===== config.mk =====
export PLATFORM = sky130hd
export DESIGN_NAME = seq_mag_comp
export DESIGN_NICKNAME = d
export VERILOG_FILES = /design/src/rtl/seq_mag_comp.sv
export SDC_FILE = /design/constraint.sdc
export NUM_CORES = 1
export LEC_CHECK = 0
export CAP_MARGIN = 30
export CORE_ASPECT_RATIO = 1.1
export CORE_UTILIZATION = 50
export DETAILED_ROUTE_END_ITERATION = 10
export DONT_BUFFER_PORTS = 1
export PLACE_DENSITY_LB_ADDON = 0.1
export SYNTH_ARGS = -nofsm -noshare
export SYNTH_HDL_FRONTEND = slang
export SYNTH_SLANG_ARGS = --single-unit

===== constraint.sdc =====
create_clock -name clk -period 2.86 [get_ports clk]
set_clock_uncertainty 0.05 [all_clocks]
set_input_delay 0.572 -clock clk [delete_from_list [all_inputs] [get_ports clk]]
set_output_delay 0.572 -clock clk [all_outputs]
set_load 0.01 [all_outputs]

===== src/rtl/seq_mag_comp.sv =====
// Multi-cycle magnitude comparator: scans W-bit chunks MSB-first and stops at the
// first differing chunk, reporting e/g/l and the highest differing bit index.
module seq_mag_comp #(
    parameter int N = 8,
    parameter int W = 2
) (
    input  logic                 clk,
    input  logic                 rst,
    input  logic                 start,
    input  logic                 signed_mode,
    input  logic [N-1:0]         a,
    input  logic [N-1:0]         b,
    output logic                 busy,
    output logic                 done,
    output logic                 e,
    output logic                 g,
    output logic                 l,
    output logic [$clog2(N)-1:0] msb_diff
);
    localparam int NCH  = N / W;
    localparam int IDXW = (NCH > 1) ? $clog2(NCH) : 1;
    localparam int MSBW = $clog2(N);

    generate
        if (N < 2 || W < 1 || W > N || (N % W) != 0) begin : g_param_err
            $error("seq_mag_comp: need N >= 2, 1 <= W <= N and N a multiple of W");
        end
    endgenerate

    typedef enum logic [1:0] {
        S_IDLE = 2'd0,
        S_RUN  = 2'd1,
        S_DONE = 2'd2
    } state_t;

    state_t          r_state, w_state_n;
    logic [N-1:0]    r_a, r_b;
    logic [IDXW-1:0] r_idx;
    logic            r_e, r_g, r_l;
    logic [MSBW-1:0] r_msb;

    logic [N-1:0]    w_flip;
    logic [W-1:0]    w_ca, w_cb;
    logic [MSBW-1:0] w_pos;
    logic            w_diff, w_last;

    // Offset-binary: flipping the sign bit of both operands makes an unsigned
    // scan produce the two's-complement order; bit positions are unchanged.
    assign w_flip = {signed_mode, {(N-1){1'b0}}};

    always_comb begin
        w_ca  = '0;
        w_cb  = '0;
        w_pos = '0;
        for (int i = 0; i < NCH; i++) begin
            if (r_idx == IDXW'(i)) begin
                w_ca = r_a[i*W +: W];
                w_cb = r_b[i*W +: W];
                for (int j = 0; j < W; j++) begin
                    if (r_a[i*W+j] != r_b[i*W+j]) w_pos = MSBW'(i*W + j);
                end
            end
        end
    end

    assign w_diff = (w_ca != w_cb);
    assign w_last = (r_idx == '0);

    always_comb begin
        w_state_n = r_state;
        case (r_state)
            S_IDLE:  if (start) w_state_n = S_RUN;
            S_RUN:   if (w_diff || w_last) w_state_n = S_DONE;
            S_DONE:  w_state_n = S_IDLE;
            default: w_state_n = S_IDLE;
        endcase
    end

    always_ff @(posedge clk) begin
        if (rst) r_state <= S_IDLE;
        else     r_state <= w_state_n;
    end

    always_ff @(posedge clk) begin
        if (rst) begin
            r_a   <= '0;
            r_b   <= '0;
            r_idx <= '0;
            r_e   <= 1'b0;
            r_g   <= 1'b0;
            r_l   <= 1'b0;
            r_msb <= '0;
        end else begin
            case (r_state)
                S_IDLE: begin
                    if (start) begin
                        r_a   <= a ^ w_flip;
                        r_b   <= b ^ w_flip;
                        r_idx <= IDXW'(NCH - 1);
                        r_e   <= 1'b0;
                        r_g   <= 1'b0;
                        r_l   <= 1'b0;
                        r_msb <= '0;
                    end
                end
                S_RUN: begin
                    if (w_diff) begin
                        r_g   <= (w_ca > w_cb);
                        r_l   <= (w_ca < w_cb);
                        r_msb <= w_pos;
                    end else if (w_last) begin
                        r_e   <= 1'b1;
                        r_msb <= '0;
                    end else begin
                        r_idx <= r_idx - 1'b1;
                    end
                end
                default: ;
            endcase
        end
    end

    assign busy     = (r_state != S_IDLE);
    assign done     = (r_state == S_DONE);
    assign e        = r_e;
    assign g        = r_g;
    assign l        = r_l;
    assign msb_diff = r_msb;
endmodule


==> reports/qor.txt <==
status = completed
TNS Setup = 0 ps
DR iter-0 viols = 12
Core Region = 0.00275 mm2
synthesized area = 0.00144 mm2
yosys warns = 0
pre-CTS WS = 349 ps
type of origin of the critical path = register
later-pin clock latency in the skew report = 320 ps
Nets = 194
Finished Layout Cells = 200
simple-gate area share of the yosys netlist = 23.0%
main combinational cell family by area after synthesis = compound AO/OA/AOI/OAI gates
Reg clk slew, reported paths = 140 ps
WP data arrival = 2750 ps
RSZ-0062 raised after global routing = false
Seq pwr share = 46.6%
Mapped Cells = 174
Setup crit start = r_idx[0]$_SDFFE_PP0P_
GR Overflow Total = 0
Initial Utilization = 52.4%
Setup violations, final = 0
Final Util = 52.5%
H-tree Lvls = 1
initial antenna violation count = 0
Worst setup EP type = register
I/O Pins = 28
most numerous cell in the Yosys netlist = nand2_1
total net switching power = 356 uW
FFs w/ async S/R, synth = 0%
sequential cell area fraction in the yosys report = 36.1%
switching share of power = 36.8%
row cnt = 20
die width = 53.2 um
multiplexer area fraction after synthesis = 0%
Rel. slew slack = 51.5%
Slew Viols, Final = 0
Yosys top cell area share = 36.1%
I/O Buffers = 0
Synth Flop Type = dfxtp_1
gpl congestion = 0.815
Resized Gates After CTS = 0
drt wl/cell = 14.1 um
max-cap violation count = 0
hold buffers post-CTS = 0
Min-Delay Startpoint = rst
die area = 0.00310 mm2
measured slew at the worst slew-check pin = 727 ps
Leak = 0.000541 uW
Global Route Usage Sum = 20.8%
Post-DP HPWL = 2130 um
Hold Violations, Final = 0
Initial DRT Pass Iterations = 4
Synth Area in XOR/XNOR = 5.46%
power per standard cell area = 669 mW/mm2
f_max = 391 MHz
register bit total from synthesis = 26
WL final = 2820 um
CTS sink cnt = 26
# DRC = 0
vias in the first global route = 1083
clk root buf = clkbuf_4
share of layout cells above drive strength 1 = 10.2%
clk buf depth = 2
reg2reg start = r_idx[0]$_SDFFE_PP0P_
Hold Crit Class = input port to register
WS Path Type = register to register
period utilization = 89.4%
Max VDD drop = 344 uV
Synthesized Nets = 200
Synth Area in Adders = 5.20%
placed insts = 196
vias per cell = 5.74
minimum clock period = 2560 ps
number of enable flip-flop cells after synthesis = 0
final setup margin = 302 ps
crit-path max FO = 9
Fin Hold WS = 249 ps
Die Y = 58.3 um
main area contributors after synthesis = dfxtp_1 36%, nand2_1 10%, a21oi_1 9.7%, ha_1 5.2%, buf_6 3.1%
Antenna Cells = 0
post-route ant nets = 0
Internal = 612 uW
postcts setup bufs = 0
CTS tree = yes
post-synthesis compound-gate area fraction = 23.6%
syn avg cell area = 8.29 um2
pin count of the biggest net entering global routing = 27
clock power share = 19.2%
Synth cell types = 39
Area Growth Syn to Fin = 0.260%
worst path required time = 3050 ps
top post-synthesis cells by count = 39 x nand2_1, 28 x a21oi_1, 26 x dfxtp_1, 6 x ha_1, 6 x inv_1
leading area contributor after synthesis = dfxtp_1
logic gate share of total power = 34.2%
global-route wire length before repair = 4780 um
routed vias = 1148
cts bufs inserted = 3
==> per-stage QoR <==
step / total power (uW) / instance area [um2]
2_1_floorplan: 755 / 1440
4_1_cts: 974 / 1450
6_report: 968 / 1450
3_5_place_dp: 790 / 1410
5_1_grt: 1040 / 1450
3_3_place_gp: 782 / 1410
==> worst max-delay path: stages (launching register included) <==
cell and delay, ps:
dfxtp_1 430, inv_1 100, ha_1 340, nand3b_1 140, a21oi_1 70, a21oi_1 160, o21ai_0 100, ha_1 330
nand2_2 120, a221oi_2 360, nor2_1 70, a211oi_1 210
==> cell usage in the layout, fill, tap and decap left out, types with 2 or more instances in the layout <==
cell / netlist / layout
a211oi_2: 3 / 3
a21oi_1: 28 / 28
a221oi_1: 3 / 3
clkbuf_4: 0 / 3
dfxtp_1: 26 / 26
ha_1: 6 / 6
inv_1: 6 / 6
nand2_1: 39 / 39
nand2b_1: 2 / 2
nand2b_4: 3 / 3
nand3_1: 2 / 2
nand3b_1: 2 / 2
nor2_1: 4 / 4
nor2b_1: 4 / 4
nor3_1: 5 / 5
o21ai_0: 4 / 4
xnor2_1: 4 / 4
xor2_1: 5 / 5
==> flip-flops by register name (all words and copies together) (netlist names) <==
register  count
e             1
r_b           8
l             1
r_a           8
r_idx         2
msb_diff      3
g             1
r_state       2
==> kinds of logic after synthesis <==
logic type	Yosys count
buffers and inverters	17
and+or+nand+nor	67
DFF	26
adders and majority gates	6
AOI/OAI and AO/OA	49
xor gates and xnor gates	9
==> power by group through the flow <==
stage	sequential, uW	combinational, uW	clock [uW]
4_1_cts	451	333	190
6_report	451	331	185
3_3_place_gp	456	326	0
5_1_grt	458	380	204
2_1_floorplan	440	314	0
3_5_place_dp	459	331	0
==> worst paths after layout <==
check                                to  slack [ps]  cells past startpoint
setup / recovery  r_idx[1]$_SDFFE_PP0P_         300                     11
hold / removal    r_idx[0]$_SDFFE_PP0P_         250                      1
setup reg to reg  r_idx[1]$_SDFFE_PP0P_         300                     11
hold reg to reg     r_b[0]$_SDFFE_PP0P_         420                      2
==> cell type report <==
cell class	instances	area, um2
fill	279	1310
inverter	6	22.5
clock buffer	4	36.3
multi-input combinational	131	826
tap	33	41.3
sequential	26	520
==> layer usage <==
layer,vias to the layer above,global-route usage [%],wire [um]
met5,-,0,0
met3,6,2.58,82
met2,23,35.7,1390
met4,0,7.89,57
met1,541,26.0,1290
li1,578,-,-
Power figures use the tool's default switching activity.
